$ cat config.mk
export PLATFORM = sky130hd
export DESIGN_NAME = seq_mult_unit
export DESIGN_NICKNAME = d
export VERILOG_FILES = /design/src/rtl/mult_pkg.sv /design/src/rtl/mult_step.sv /design/src/rtl/seq_mult_unit.sv
export SDC_FILE = /design/constraint.sdc
export NUM_CORES = 1
export LEC_CHECK = 0
export BUFFER_PORTS_ARGS = -buffer_cell sky130_fd_sc_hd__buf_4
export CAP_MARGIN = 20
export CORE_MARGIN = 4
export CORE_UTILIZATION = 34
export CTS_CLUSTER_SIZE = 25
export DETAILED_ROUTE_END_ITERATION = 10
export PLACE_DENSITY = 0.48
export REMOVE_ABC_BUFFERS = 1
export SETUP_SLACK_MARGIN = 0.05
export SLEW_MARGIN = 20
export SYNTH_ARGS = -nofsm -noshare
export SYNTH_HDL_FRONTEND = slang
export SYNTH_SLANG_ARGS = --single-unit
export TNS_END_PERCENT = 10
$ cat constraint.sdc
create_clock -name clk -period 8.7 [get_ports clk]
set_input_delay 0.435 -clock clk [delete_from_list [all_inputs] [get_ports clk]]
set_output_delay 0.435 -clock clk [all_outputs]
set_load 0.01 [all_outputs]
$ cat src/rtl/mult_pkg.sv
// ---------------------------------------------------------------------------
// mult_pkg
// Shared definitions for the iterative shift-add multiplier (seq_mult_unit):
//   - state_t        : FSM states IDLE -> RUN -> FIX -> IDLE
//   - DEFAULT_WIDTH  : default operand width
//   - bpc_legal()    : tells whether a BITS_PER_CYCLE value suits a WIDTH
//   - iter_count()   : number of RUN iterations for a WIDTH/BITS_PER_CYCLE pair
// No ports (package).
// ---------------------------------------------------------------------------
package mult_pkg;

    typedef enum logic [1:0] {
        IDLE = 2'd0,
        RUN  = 2'd1,
        FIX  = 2'd2
    } state_t;

    localparam int DEFAULT_WIDTH = 32;

    // Only radix 2, 4 and 16 digits are supported, and the digits must tile
    // the multiplier exactly so the final alignment comes out right.
    function automatic bit bpc_legal(input int width, input int bpc);
        return ((bpc == 1) || (bpc == 2) || (bpc == 4)) &&
               (width > 0) && ((width % bpc) == 0);
    endfunction

    // Iterations needed to consume the whole multiplier. An illegal pairing
    // returns 1 so that dependent widths stay sane while elaboration reports
    // the error.
    function automatic int iter_count(input int width, input int bpc);
        return bpc_legal(width, bpc) ? (width / bpc) : 1;
    endfunction

endpackage

$ cat src/rtl/mult_step.sv
// ---------------------------------------------------------------------------
// mult_step
// One combinational shift-add iteration. The multiplicand times the current
// multiplier digit is added into the upper part of the accumulator, then the
// whole accumulator is shifted right by one digit.
// Ports:
//   mcand    in  WIDTH            multiplicand magnitude
//   digit    in  BITS_PER_CYCLE   current low multiplier digit
//   acc      in  2*WIDTH+BPC      current accumulator
//   acc_next out 2*WIDTH+BPC      accumulator after add and shift
// ---------------------------------------------------------------------------
module mult_step #(
    parameter int WIDTH          = 32,
    parameter int BITS_PER_CYCLE = 1
) (
    input  logic [WIDTH-1:0]                  mcand,
    input  logic [BITS_PER_CYCLE-1:0]         digit,
    input  logic [2*WIDTH+BITS_PER_CYCLE-1:0] acc,
    output logic [2*WIDTH+BITS_PER_CYCLE-1:0] acc_next
);

    localparam int UW = WIDTH + BITS_PER_CYCLE;

    logic [UW-1:0] partial;
    logic [UW-1:0] upper_sum;

    // The upper slice holds less than 2^WIDTH before the add and the partial
    // product is below 2^WIDTH * (2^BPC - 1), so the sum always fits in
    // WIDTH+BPC bits and no carry is ever dropped. The shift then brings the
    // accumulator back into position for the next digit.
    always_comb begin
        partial   = {{BITS_PER_CYCLE{1'b0}}, mcand} * {{WIDTH{1'b0}}, digit};
        upper_sum = acc[2*WIDTH+BITS_PER_CYCLE-1:WIDTH] + partial;
        acc_next  = {upper_sum, acc[WIDTH-1:0]} >> BITS_PER_CYCLE;
    end

endmodule

$ cat src/rtl/seq_mult_unit.sv
// ---------------------------------------------------------------------------
// seq_mult_unit
// Iterative shift-add multiplier for MULT/MULTU. Operands are converted to
// magnitudes at start, BITS_PER_CYCLE multiplier bits are retired per clock,
// and the sign is applied in a final FIX cycle.
// Optional feature macro: MULT_EARLY_TERM_EN (skip to FIX once the remaining
// multiplier is zero, aligning the accumulator with a barrel shift).
// Ports:
//   clk    in  1        clock, rising edge
//   reset  in  1        asynchronous active-high reset
//   start  in  1        request, sampled only in IDLE
//   sign   in  1        1 = signed operands, 0 = unsigned
//   a      in  WIDTH    multiplicand
//   b      in  WIDTH    multiplier
//   busy   out 1        operation in progress
//   done   out 1        one-cycle pulse, z holds a new result
//   z      out 2*WIDTH  product {hi, lo}
// ---------------------------------------------------------------------------
module seq_mult_unit
    import mult_pkg::*;
#(
    parameter int WIDTH          = DEFAULT_WIDTH,
    parameter int BITS_PER_CYCLE = 1
) (
    input  logic               clk,
    input  logic               reset,
    input  logic               start,
    input  logic               sign,
    input  logic [WIDTH-1:0]   a,
    input  logic [WIDTH-1:0]   b,
    output logic               busy,
    output logic               done,
    output logic [2*WIDTH-1:0] z
);

    localparam int N  = iter_count(WIDTH, BITS_PER_CYCLE);
    localparam int CW = $clog2(N + 1);
    localparam int AW = 2*WIDTH + BITS_PER_CYCLE;

    // Refuse to build a multiplier whose digits would not tile the operand.
    generate
        if (!bpc_legal(WIDTH, BITS_PER_CYCLE)) begin : g_bad_bpc
            $error("seq_mult_unit: BITS_PER_CYCLE must be 1, 2 or 4 and divide WIDTH");
        end
    endgenerate

    state_t            state;
    state_t            state_next;
    logic [WIDTH-1:0]  mcand;
    logic [WIDTH-1:0]  b_mag;
    logic [AW-1:0]     acc;
    logic [AW-1:0]     acc_step;
    logic [CW-1:0]     cnt;
    logic              neg;
    logic              skip_run;

    mult_step #(
        .WIDTH          (WIDTH),
        .BITS_PER_CYCLE (BITS_PER_CYCLE)
    ) u_step (
        .mcand    (mcand),
        .digit    (b_mag[BITS_PER_CYCLE-1:0]),
        .acc      (acc),
        .acc_next (acc_step)
    );

    // With early termination the remaining multiplier digits are all zero
    // once b_mag is empty, so the rest of RUN would only shift; the default
    // build keeps the fixed latency and has no zero detector at all.
    always_comb begin
`ifdef MULT_EARLY_TERM_EN
        skip_run = (b_mag == '0);
`else
        skip_run = 1'b0;
`endif
    end

    // State register. Reset aborts any operation in flight.
    always_ff @(posedge clk or posedge reset) begin
        if (reset) begin
            state <= IDLE;
        end else begin
            state <= state_next;
        end
    end

    // Next-state logic: a request is only taken in IDLE, RUN lasts until the
    // counter expires (or the multiplier empties when early termination is
    // built in), and FIX always lasts exactly one cycle.
    always_comb begin
        state_next = state;
        case (state)
            IDLE: if (start) state_next = RUN;
            RUN:  if (skip_run || (cnt == CW'(1))) state_next = FIX;
            FIX:  state_next = IDLE;
            default: state_next = IDLE;
        endcase
    end

    // Output logic: busy covers every RUN cycle plus the FIX cycle, so it
    // drops on the same edge that writes z and raises done.
    always_comb begin
        busy = (state != IDLE);
    end

    // Datapath registers. Operands become magnitudes at start so the RUN loop
    // is purely unsigned; the product sign is remembered in neg and applied
    // in FIX. z is only written in FIX, so it holds the previous result while
    // a new operation is running.
    always_ff @(posedge clk or posedge reset) begin
        if (reset) begin
            mcand <= '0;
            b_mag <= '0;
            acc   <= '0;
            cnt   <= '0;
            neg   <= 1'b0;
            z     <= '0;
            done  <= 1'b0;
        end else begin
            done <= (state == FIX);
            case (state)
                IDLE: begin
                    if (start) begin
                        mcand <= (sign && a[WIDTH-1]) ? -a : a;
                        b_mag <= (sign && b[WIDTH-1]) ? -b : b;
                        neg   <= sign & (a[WIDTH-1] ^ b[WIDTH-1]);
                        acc   <= '0;
                        cnt   <= CW'(N);
                    end
                end
                RUN: begin
                    if (skip_run) begin
                        acc <= acc >> (32'(cnt) * BITS_PER_CYCLE);
                    end else begin
                        acc   <= acc_step;
                        b_mag <= b_mag >> BITS_PER_CYCLE;
                        cnt   <= cnt - CW'(1);
                    end
                end
                FIX: begin
                    z <= neg ? -acc[2*WIDTH-1:0] : acc[2*WIDTH-1:0];
                end
                default: ;
            endcase
        end
    end

endmodule

==> results of run 1 <==
-- area by class of cell --
| cell class | instances | area (um^2) |
|---|---|---|
| clock buffers | 36 | 759.5 |
| flip-flops and latches | 202 | 5056 |
| well taps | 455 | 569.3 |
| multi-input cells | 1078 | 6580 |
| inverters | 25 | 101.3 |
| repair buffers | 142 | 1066 |
| clock inverters | 12 | 143.9 |
| fillers | 3528 | 20440 |
-- metrics by stage --
step / setup WS, ns / util (%)
after floorplan: 2.754 / -
after global placement: 5.085 / 38.52
after detailed placement: 4.958 / 38.52
after CTS: 4.925 / 41.13
after global routing: 4.622 / 41.13
final: 4.960 / 41.13
-- power groups by stage --
stage	Sequential, mW	Combinational [mW]	Clock, mW
after floorplan	1.62	1.48	0
after global placement	1.70	2.08	0
after detailed placement	1.71	2.08	0
after CTS	1.69	2.09	1.16
after global routing	1.75	2.36	1.20
final	1.69	2.06	1.12
-- logic make-up after synthesis --
family          Yosys count  synth area share (%)
simple gates            478                 19.35
buf+inv                 100                 3.405
flops                   202                 42.07
mux                       3                0.2499
compound gates          420                 20.78
fa+ha+maj                38                 4.019
xor+xnor                139                 10.13
-- worst reg2reg max path, cell delays in order, from the launching register on --
cell and delay, ns:
sky130_fd_sc_hd__dfrtp_1 0.79, sky130_fd_sc_hd__and2_1 0.25, sky130_fd_sc_hd__ha_1 0.17, sky130_fd_sc_hd__inv_1 0.05, sky130_fd_sc_hd__fa_1 0.40, sky130_fd_sc_hd__nor2b_1 0.17, sky130_fd_sc_hd__o211ai_1 0.14, sky130_fd_sc_hd__a31oi_1 0.39
sky130_fd_sc_hd__a41oi_1 0.30, sky130_fd_sc_hd__o21ai_0 0.50, sky130_fd_sc_hd__a31oi_1 0.21, sky130_fd_sc_hd__mux2i_1 0.19, sky130_fd_sc_hd__nand2_1 0.07
-- placed cells by master, fill, tap and decap left out, drive strengths merged, types with 4 or more instances in the layout --
master / instances
o21ai: 235
nand2: 231
dfrtp: 202
buf: 142
xor2: 93
nor2: 56
a21oi: 53
xnor2: 46
nand3: 38
and2: 37
ha: 37
clkbuf: 36
a22oi: 32
o31ai: 29
inv: 26
nor3: 22
o41ai: 17
or3: 15
nor4: 14
nand2b: 11
or4: 11
and3: 9
a21o: 9
a31oi: 8
nor2b: 7
a32o: 6
clkinv: 6
or2: 5
nor3b: 5
nand4: 5
o21bai: 4
a211oi: 4
o21a: 4
-- per-layer routing --
| layer | track usage (%) | up-vias |
|---|---|---|
| met2 | 26.55 | 187 |
| li1 | - | 5088 |
| met4 | 3.620 | 0 |
| met3 | 3.503 | 42 |
| met1 | 23.03 | 4690 |
| met5 | 0 | - |
-- state kept, by name (all words and copies together), names as in the netlist --
name / flops
b_mag: 32
neg: 1
z: 64
cnt: 6
state: 2
acc: 64
mcand: 32
done: 1
-- worst min path at each step --
stage	depth (start not counted)	slack (ns)	end	from
3_3_place_gp	2	0.46	mcand[9]$_DFFE_PP0P_	mcand[9]$_DFFE_PP0P_
4_1_cts	2	0.005	b_mag[4]$_DFFE_PP0P_	reset
2_1_floorplan	2	0.44	mcand[0]$_DFFE_PP0P_	mcand[0]$_DFFE_PP0P_
6_report	2	-0.009	cnt[5]$_DFFE_PP0P_	reset
3_5_place_dp	2	0.46	mcand[15]$_DFFE_PP0P_	mcand[15]$_DFFE_PP0P_
5_1_grt	2	0.03	cnt[5]$_DFFE_PP0P_	reset
==> results.txt, run 1 <==
- Entering global routing, the biggest net connects 97 pins.
* Shortest clock period the worst path allows after layout: 3.740 ns
- Top delay family on crit path: compound AO/OA/AOI/OAI gates
- Crit path launch type: register
- Prevailing post-synth register cell: sky130_fd_sc_hd__dfrtp_1
- For this design, the slowest cell found on the critical path is sky130_fd_sc_hd__dfrtp_1.
- Layout overhead on the synthesized area: 18.80%
- After global routing the overflow that remains totals 0.
* Total via count in the routed design: 10.01k
- The synthesized netlist contains 68 unique library cells.
- Antenna Diode Count: 0
- The floorplan step defined a die boundary enclosing 38410 um^2.
* TritonRoute pass-1 iters: 5
- Setup Total Neg Slack: 0 ns
- Highest signal layer in the routed design: met4
- Beginning of the worst register-to-register path: b_mag[0]$_DFFE_PP0P_
- Summing all placed instances gives a cell area of 13370 um^2.
* Tightest slew margin relative to the limit: 37.10%
* Clock Path Buffers: 3
* Initial antenna violation count: 0
- Post-synth EDFFs: 0
- The detail route stage leaves a number of antenna-violating nets equal to 0.
- Min Hold Slack: -0.008890 ns
* Top post-synthesis cells by count: sky130_fd_sc_hd__nand2_1, sky130_fd_sc_hd__o21ai_0, sky130_fd_sc_hd__dfrtp_1
* Number of synthesized register bits: 202
* Kind of path behind the tightest hold check: input pin to async pin
- Clock tree from TritonCTS: built
- Count of cells resized by post-cts repair: 0
- Crit end category: register
- In this run the horizontal extent of the chip is 196.0 um.
- Setup repair after global routing left no endpoint under its margin.
* Run status: complete, but fails checks
- At the pin with the least slew margin, the transition time is 0.9349 ns.
- Hold_buf cts: 0
- Worst reg2reg path endpoint: acc[57]$_DFFE_PP0P_
* Area fraction of the dominant cell type after synthesis: 42.07%
* Fraction of power consumed by the clock network: 23.0%
- Synthesis handed over a netlist of 1380 instances.
- After synthesis, the share of flip-flops with an asynchronous set or reset is 100.0%.
* Number of CTS-inserted buffers: 26
- By startpoint and endpoint, the worst setup path is classified as register to register.
- Together, buffers and inverters on the worst path number 1.
* Critical Path RT: 9.11 ns
* H-tree depth: 1
* Fraction of layout instances using a drive strength above 1: 14.11%
- The design draws 4.868 mW.
* Synth area leaders: sky130_fd_sc_hd__dfrtp_1, sky130_fd_sc_hd__o21ai_0, sky130_fd_sc_hd__nand2_1
- Sequential area share after synthesis: 42.07%
* Setup slack of the worst register-to-register path: 4.96 ns
- Cell depth of the worst setup path: 12
- # Post-CTS Setup Buffers: 0
* Core Box Area: 34710 um^2
- Startpoint of the worst setup timing path: b_mag[0]$_DFFE_PP0P_
- STA puts the critical path data arrival time at 4.15 ns.
- In this run the power density over the cells is 341.0 nW/um^2.
* Logic gate share of total power: 42.4%
- The floorplan has 68 rows.
* Clock Pin Slew Worst Setup and Hold Paths: 0.06 ns
* Total met2 wirelength after detailed routing: 14110 um
* Max Fanout on Critical Path: 33
- Of the total power, the share spent switching nets is 41.27%.
- At the later pin of the worst-skew pair, clock insertion delay measures 0.53 ns.
- The largest single stage delay on the critical path is 0.79 ns.
- From bottom edge to top edge, the die measures 196.0 um.
- Maximum vdd drop: 182.0 uV
* Average size of a mapped cell: 8.708 um^2
- The count of cells in the finished layout, fillers not included, comes to 1950.
- Endpoint of the most critical setup path: acc[57]$_DFFE_PP0P_
- Derived from the worst setup path, the maximum achievable clock frequency is 267.4 MHz.
- Total of endpoints with negative setup slack in the final report: 0
- Ordered cell list for the critical path: and2_1, ha_1, inv_1, fa_1, nor2b_1, o211ai_1, a31oi_1, a41oi_1, o21ai_0, a31oi_1, mux2i_1, nand2_1
* Critical path's most frequent cell: sky130_fd_sc_hd__a31oi_1
- Detailed placement finished with a half-perimeter wire length of 22860 um.
- In the final routing, the length of wire on met1 measures 15250 um.
- Register share of total power: 34.6%
* Initial drt markers: 489
* Final Slew Violations: 0
- Failing checks: hold timing
- The congestion estimate from routability-driven global placement came to 0.8246.
* Average via count per standard cell: 5.132
- Total non-filler cell area in the finished layout: 14280 um^2
- Including well taps, the total number of placed cells is 1902.
- The initial utilization of the core area, before any placement, comes to 34.62%.
- Global Route Usage Sum: 16.51%
- Final wirelength: 31820 um
- For the final database, setup skew stands at 0.01249 ns.
- Clock sinks: 202
- After the last flow step, the layout net total stands at 1581.
* Static Leakage: 6.226 nW
* Root buf cell: sky130_fd_sc_hd__clkbuf_16
- Portion of the clock cycle consumed by the worst path in the final layout: 42.99%
- The tool flagged a number of max-cap violations equal to 0.
- Hold violation total from the final report: 6
- The Yosys step of the flow raised 0 warnings.
- Internal power: 2.859 mW
- Via count of the first global-routing pass: 9956
- Number of placed I/O pins: 134
- Sw Pwr: 2.009 mW
* Dominant cell type by area after synthesis: sky130_fd_sc_hd__dfrtp_1
* Total met3 wirelength after detailed routing: 1838 um
- The first global-routing pass estimated 53340 um of wire.
- The worst register-to-register path has a depth of 12.
- Remaining routing DRC violations: 0
- Buffers placed on the I/O ports in this run total 133.
* Detail-routed net length per standard cell: 16.32 um
- The synthesized netlist occupies a cell area of 12020 um^2.
Power figures use the tool's default switching activity.
==> inputs of run 2 (changes only) <==
clock period = 3.75 ns   (was 8.7 ns; I/O delays follow)
==> results.txt, run 2 (same netlist as run 1, synthesis figures left out) <==
* Chip width: 196.0 um
- The tree is rooted in a sky130_fd_sc_hd__clkbuf_16.
- The initial antenna violation count came to 1.
- The pre-antenna-repair detailed-routing pass consisted of 4 iterations.
- Register share of total power: 35.1%
- Via count of the first global-routing pass: 10.33k
- After clock tree synthesis, the clock-pin slew on the worst setup and hold paths is 0.05 ns.
* RSZ-0062 raised after global routing: no
- Average via count per standard cell: 5.047
- Data arrives at the worst endpoint at 3.65 ns.
- Detail-routed net length per standard cell: 16.05 um
- For this block, the routed nets add up to 32430 um of wire.
- The first global-routing pass estimated 55060 um of wire.
* Areal power density over the cells: 751.2 nW/um^2
- Core Box Area: 34710 um^2
- Portion of the clock cycle consumed by the worst path in the final layout: 86.74%
- Count of input and output buffers: 133
- In the final layout, the share of cells above drive strength 1 is 13.55%.
* Max Fclk: 307.4 MHz
- Fill cells in the final layout number 3451.
* Count of cells resized by post-cts repair: 0
* Ordered cell list for the critical path: buf_4, and2_1, ha_1, and3_1, o211ai_1, o21ai_0, a211oi_1, o41ai_1, mux2i_1, nand2_1
* Worst stage delay on the critical path: 0.59 ns
* Transition time of the tightest slew-check pin: 0.8728 ns
- Of all nets on the critical path, the largest fanout is 27.
* Layout overhead on the synthesized area: 24.28%
- Net Sw Frac: 41.31%
* H-tree depth: 1
- Number of placed I/O pins: 134
- Initial drt markers: 476
- After detailed routing, the number of remaining DRC violations is 0.
- Leaving out fill and tap cells, the most frequent cell in the layout is sky130_fd_sc_hd__o21ai_0.
- STA classifies the critical path endpoint as a register.
- Critical Path RT: 4.15 ns
- Tightest slew margin relative to the limit: 41.81%
- Cell internal power was estimated by the tool at 6.584 mW.
- The floorplan step defined a die boundary enclosing 38410 um^2.
* Shortest clock period the worst path allows after layout: 3.253 ns
- The sequential cells in the finished layout cover a total of 5059 um^2.
- TritonCTS built the clock tree.
- Max-cap violations in this run came to 0.
* Number of CTS-inserted buffers: 26
* Post-DP HPWL: 23460 um
* Vertical extent of the die: 196.0 um
- The longest clock path from root to sink contains 3 buffers.
- For this run, the total global-route usage over all layers was measured as 16.96%.
- Entering global routing, the biggest net connects 97 pins.
- The max-slew violation total from the final report is 0.
* Sw Pwr: 4.635 mW
- In this run the core area contains 68 standard-cell rows.
* Congestion Overflow GR: 0
- Counting every sink on the clock net gives 202.
- # nets final: 1653
- Total of endpoints with negative setup slack in the final report: 0
- Hold violation total from the final report: 0
* Fraction of power consumed by the clock network: 21.6%
- Routability-driven placement finished with a final weighted congestion of 0.8482.
- The completed layout was analyzed and its total power is 11.22 mW.
* Highest-count cells in the layout ignoring fill and taps: sky130_fd_sc_hd__o21ai_0, sky130_fd_sc_hd__nand2_1, sky130_fd_sc_hd__dfrtp_1
* Maximum vdd drop: 312.6 uV
* Remaining number of nets flagged by the antenna check after routing: 0
- Registers with the most flip-flops: acc: 64 flops, z: 64 flops
- The flow ran to the end, and the final reports show no timing, DRC or antenna violations.
- Number of buffers and inverters on the critical path: 1
- Setup Total Neg Slack: 0 ns
- For this block, the via count after detailed routing is 10.19k.
* Clock latency on the worst-skew pair: 0.52 ns
* Static Leakage: 6.499 nW
- Worst-path cell with the longest stage delay: sky130_fd_sc_hd__o21ai_0
- Across the routed clock network, the largest skew measured is 0.01637 ns.
- WS Path Type: register to register
- The multi-input combinational cells in the finished layout cover a total of 6580 um^2.
- Combinational logic is responsible for 43.3% of the overall power.
- Once the floorplan was initialized, standard cells occupied 34.62% of the core.
- Top delay family on crit path: compound AO/OA/AOI/OAI gates
* Crit path launch type: register
- The path class of the tightest hold or removal check is input pin to register.
run 2: stage by stage:
| stage | std cells | hold slack, ns | util [%] | area (um^2) | setup slack [ns] |
|---|---|---|---|---|---|
| after floorplan | 1305 | 0.3156 | - | 11700 | -1.948 |
| after global placement | 1908 | 0.3611 | 38.69 | 13430 | 0.5734 |
| after detailed placement | 1908 | 0.3580 | 38.69 | 13430 | 0.4972 |
| after CTS | 2019 | 0.007181 | 43.01 | 14930 | 0.4890 |
| after global routing | 2020 | 0.03888 | 43.02 | 14930 | 0.2624 |
| final | 2020 | 0.01360 | 43.02 | 14930 | 0.4972 |
run 2: path summary, 6_finish.rpt:
path / slack [ns] / to / cells past startpoint / from
max in group asynchronous: 2.55 / z[12]$_DFFE_PP0P_ / 4 / reset
max: 0.50 / acc[62]$_DFFE_PP0P_ / 10 / b_mag[0]$_DFFE_PP0P_
min: 0.01 / b_mag[22]$_DFFE_PP0P_ / 3 / b[22]
max reg2reg: 0.50 / acc[62]$_DFFE_PP0P_ / 10 / b_mag[0]$_DFFE_PP0P_
min in group asynchronous: 0.35 / b_mag[5]$_DFFE_PP0P_ / 3 / reset
min reg2reg: 0.47 / mcand[2]$_DFFE_PP0P_ / 2 / mcand[2]$_DFFE_PP0P_
run 2: layout make-up:
cell class                      count  share of cell area, %
Multi-Input combinational cell   1078                  44.06
Sequential cell                   202                  33.87
Timing Repair Buffer              214                  11.95
Clock buffer                       39                  5.228
Tap cell                          455                  3.812
Inverter                           25                 0.6786
Clock inverter                      6                 0.3854
Antenna cell                        1                0.01676
run 2: timing repair:
| action | CTS | global route |
|---|---|---|
| endpoints found under the hold margin | 151 | 0 |
| hold buffers | 66 | 0 |
| buffers inserted | 0 | 0 |
run 2: routing by layer:
metal	global-route usage [%]	share of wire, %	vias to the layer above
met2	27.94	45	166
met3	2.456	4.3	38
met1	24.09	49	4758
met5	0	0	-
met4	3.103	1.6	0
li1	-	-	5232
run 2: power groups by stage:
stage	combinational [mW]	sequential, mW	clock [mW]
floorplan	3.44	3.76	0
global placement	4.83	3.96	0
detailed placement	4.87	3.98	0
CTS	4.93	3.94	2.49
global route	5.58	4.09	2.59
finish	4.85	3.94	2.43
run 2: tightest hold or removal path: cells and delay by family:
kind            cells  cell delay [ns]
compound gates      1             0.13
xor+xnor            1             0.07
buf+inv             1             0.09
==> inputs of run 3 (changes only) <==
clock period = 3.15 ns   (was 3.75 ns; I/O delays follow)
==> results.txt, run 3 (same netlist as run 1, synthesis figures left out) <==
* DP Cell Count: 1944
- Static Leakage: 6.661 nW
- Die ar.: 38410 um^2
* Wire length of the first global-routing pass: 55430 um
- Post-DP HPWL: 24070 um
- Vertical extent of the die: 196.0 um
- After filler insertion, the fill cell instance count of the layout stands at 3472.
- Detail-routed net length per standard cell: 16.24 um
* Layout overhead on the synthesized area: 27.01%
* WS Path Type: register to register
- The detailed router finished its first iteration with 581 violations.
- The tool flagged a number of max-cap violations equal to 0.
- Via count of the first global-routing pass: 10.31k
- Total met3 wirelength after detailed routing: 1493 um
* Portion of the clock cycle consumed by the worst path in the final layout: 95.32%
- Clock Pin Slew Worst Setup and Hold Paths: 0.07 ns
- Congestion Overflow GR: 0
- Core Box Area: 34710 um^2
* TritonRoute pass-1 iters: 5
- During placement, the flow inserted port buffers numbering 133.
* Final weighted congestion in routability-driven placement: 0.8535
* Fraction of the core area covered by cells at the end of the flow: 43.97%
* Max Fanout on Critical Path: 8
* Pin count of the biggest net entering global routing: 91
* H-tree depth: 1
- Summed over all layers, the routed wires come to 33390 um.
* Run status: completed
- Once detail routing completed, the nets flagged for antenna violations numbered 0.
- The clock reaches the later pin of the worst-skew pair after 0.53 ns.
* Arrival time of data at the critical path endpoint: 3.41 ns
- Areal power density over the cells: 898.9 nW/um^2
- Number of CTS-inserted buffers: 24
- Total met2 wirelength after detailed routing: 15070 um
- Number of rows in the core area: 68
- The tree is rooted in a sky130_fd_sc_hd__clkbuf_16.
- Timing analysis after detailed placement gives a worst setup slack of 0.03720 ns.
* Clock tree from TritonCTS: built
* Clock sinks: 202
* Total of endpoints with negative setup slack in the final report: 0
- Total via count in the routed design: 10.38k
- Remaining routing DRC violations: 0
- Number of placed I/O pins: 134
* # nets final: 1689
- Setup Total Neg Slack: 0 ns
- Initial core utilization: 34.62%
- After the flow finishes, the layout carries non-filler instances totaling 2056.
- The largest registers in the layout are acc: 64 flops, z: 64 flops.
- Dividing the detail-routed via count by the number of cells gives 5.049.
- Met1 wire length: 16390 um
* Chip width: 196.0 um
- The number of hold-slack violations in the final timing report is 0.
- Clock skew on the completed layout was measured at 0.02305 ns.
- The placed instances occupy a cell area of 13740 um^2.
- Max Fclk: 333.0 MHz
- The worst setup path is launched from a register.
* Critical Path RT: 3.55 ns
- Setup repair after global routing could not meet its margin everywhere.
- Highest signal layer in the routed design: met4
- The top cell types in the final layout, fill and taps aside, are sky130_fd_sc_hd__nand2_1, sky130_fd_sc_hd__o21ai_0, sky130_fd_sc_hd__dfrtp_1.
* Antenna Diode Count: 0
- Final Slew Violations: 0
- Most frequent standard cell in the layout excluding fill and tap cells: sky130_fd_sc_hd__nand2_1
* Crit end category: register
- At the pin with the least slew margin, the transition time is 0.7589 ns.
- Final setup margin: 0.1473 ns
* Shortest clock period the worst path allows after layout: 3.003 ns
- Across every metal layer, demand over resource in global routing totals 17.15%.
- Of the cells placed in the final design, the portion with a size suffix greater than 1 is 16.61%.
* Clock Path Buffers: 3
- Total non-filler cell area in the finished layout: 15260 um^2
- Initial antenna violation count: 0
- The worst pin sits at a relative slew slack of 49.40%.
* Kind of path behind the tightest hold check: input pin to register
- Maximum vdd drop: 354.3 uV
[run 3: cell count changes in the layout (fill, tap and decap cells not counted), moves of 3 or more]
cell / previous run / this run
sky130_fd_sc_hd__a21oi_1: 53 / 48
sky130_fd_sc_hd__a21oi_2: 0 / 4
sky130_fd_sc_hd__buf_12: 1 / 4
sky130_fd_sc_hd__buf_4: 147 / 181
sky130_fd_sc_hd__clkbuf_16: 27 / 24
sky130_fd_sc_hd__ha_1: 37 / 32
sky130_fd_sc_hd__ha_2: 0 / 5
sky130_fd_sc_hd__o21ai_0: 231 / 227
sky130_fd_sc_hd__o21ai_1: 4 / 7
[run 3: worst max-delay path, cell delays in order, from the launching register on]
cell                       delay [ns]
sky130_fd_sc_hd__dfrtp_2         0.44
sky130_fd_sc_hd__clkbuf_2        0.16
sky130_fd_sc_hd__and2_1          0.15
sky130_fd_sc_hd__ha_1            0.32
sky130_fd_sc_hd__buf_4           0.16
sky130_fd_sc_hd__and3_1          0.22
sky130_fd_sc_hd__a31oi_2         0.30
sky130_fd_sc_hd__a21oi_4         0.11
sky130_fd_sc_hd__o211a_1         0.25
sky130_fd_sc_hd__o21a_1          0.18
sky130_fd_sc_hd__or3_1           0.31
sky130_fd_sc_hd__a32o_1          0.26
[run 3: routing by layer]
metal  vias up  global-route usage, %
li1       5306                      -
met1      4844                  24.60
met2       195                  27.82
met3        36                  2.713
met4         0                  3.026
met5         -                      0
[run 3: path summary, 6_finish.rpt]
check                      slack (ns)               endpoint  cells past startpoint                  from
hold reg to reg                  0.47   mcand[9]$_DFFE_PP0P_                      2  mcand[9]$_DFFE_PP0P_
max in group asynchronous        2.03    acc[54]$_DFFE_PP0P_                      4                 reset
hold / removal                   0.02  mcand[27]$_DFFE_PP0P_                      3                 a[27]
setup reg to reg                 0.15    acc[61]$_DFFE_PP0P_                     11  b_mag[0]$_DFFE_PP0P_
min in group asynchronous        0.28     cnt[5]$_DFFE_PP0P_                      3                 reset
setup / recovery                 0.15    acc[61]$_DFFE_PP0P_                     11  b_mag[0]$_DFFE_PP0P_
[run 3: stage by stage]
stage	total power [mW]	hold slack, ns
after CTS	13.81	0.001674
after global routing	14.95	0.02365
final	13.72	0.02169
after global placement	10.89	0.3115
after detailed placement	10.93	0.3113
after floorplan	8.569	0.2856
[run 3: final cells by class]
cell class	instances	area [um^2]	area share [%]
multi-input cells	1078	6655	43.61
clock inverters	8	78.83	0.5165
flip-flops and latches	202	5057	33.14
well taps	455	569.3	3.730
repair buffers	252	2105	13.79
inverters	25	101.3	0.6640
clock buffers	36	695.7	4.558
[run 3: report_power, final]
group / internal, mW / switching (mW)
Clock: 1.61 / 1.12
Combinational: 2.81 / 3.53
Sequential: 3.59 / 1.06
[run 3: timing repair]
action / 4_1_cts / 5_1_grt
gates cloned: 0 / 0
gates resized for setup: 2 / 21
hold buffers: 66 / 0
setup endpoints to repair: 5 / 10
buffers inserted: 0 / 2
hold endpoints to repair: 148 / 0
pin swaps: 0 / 5
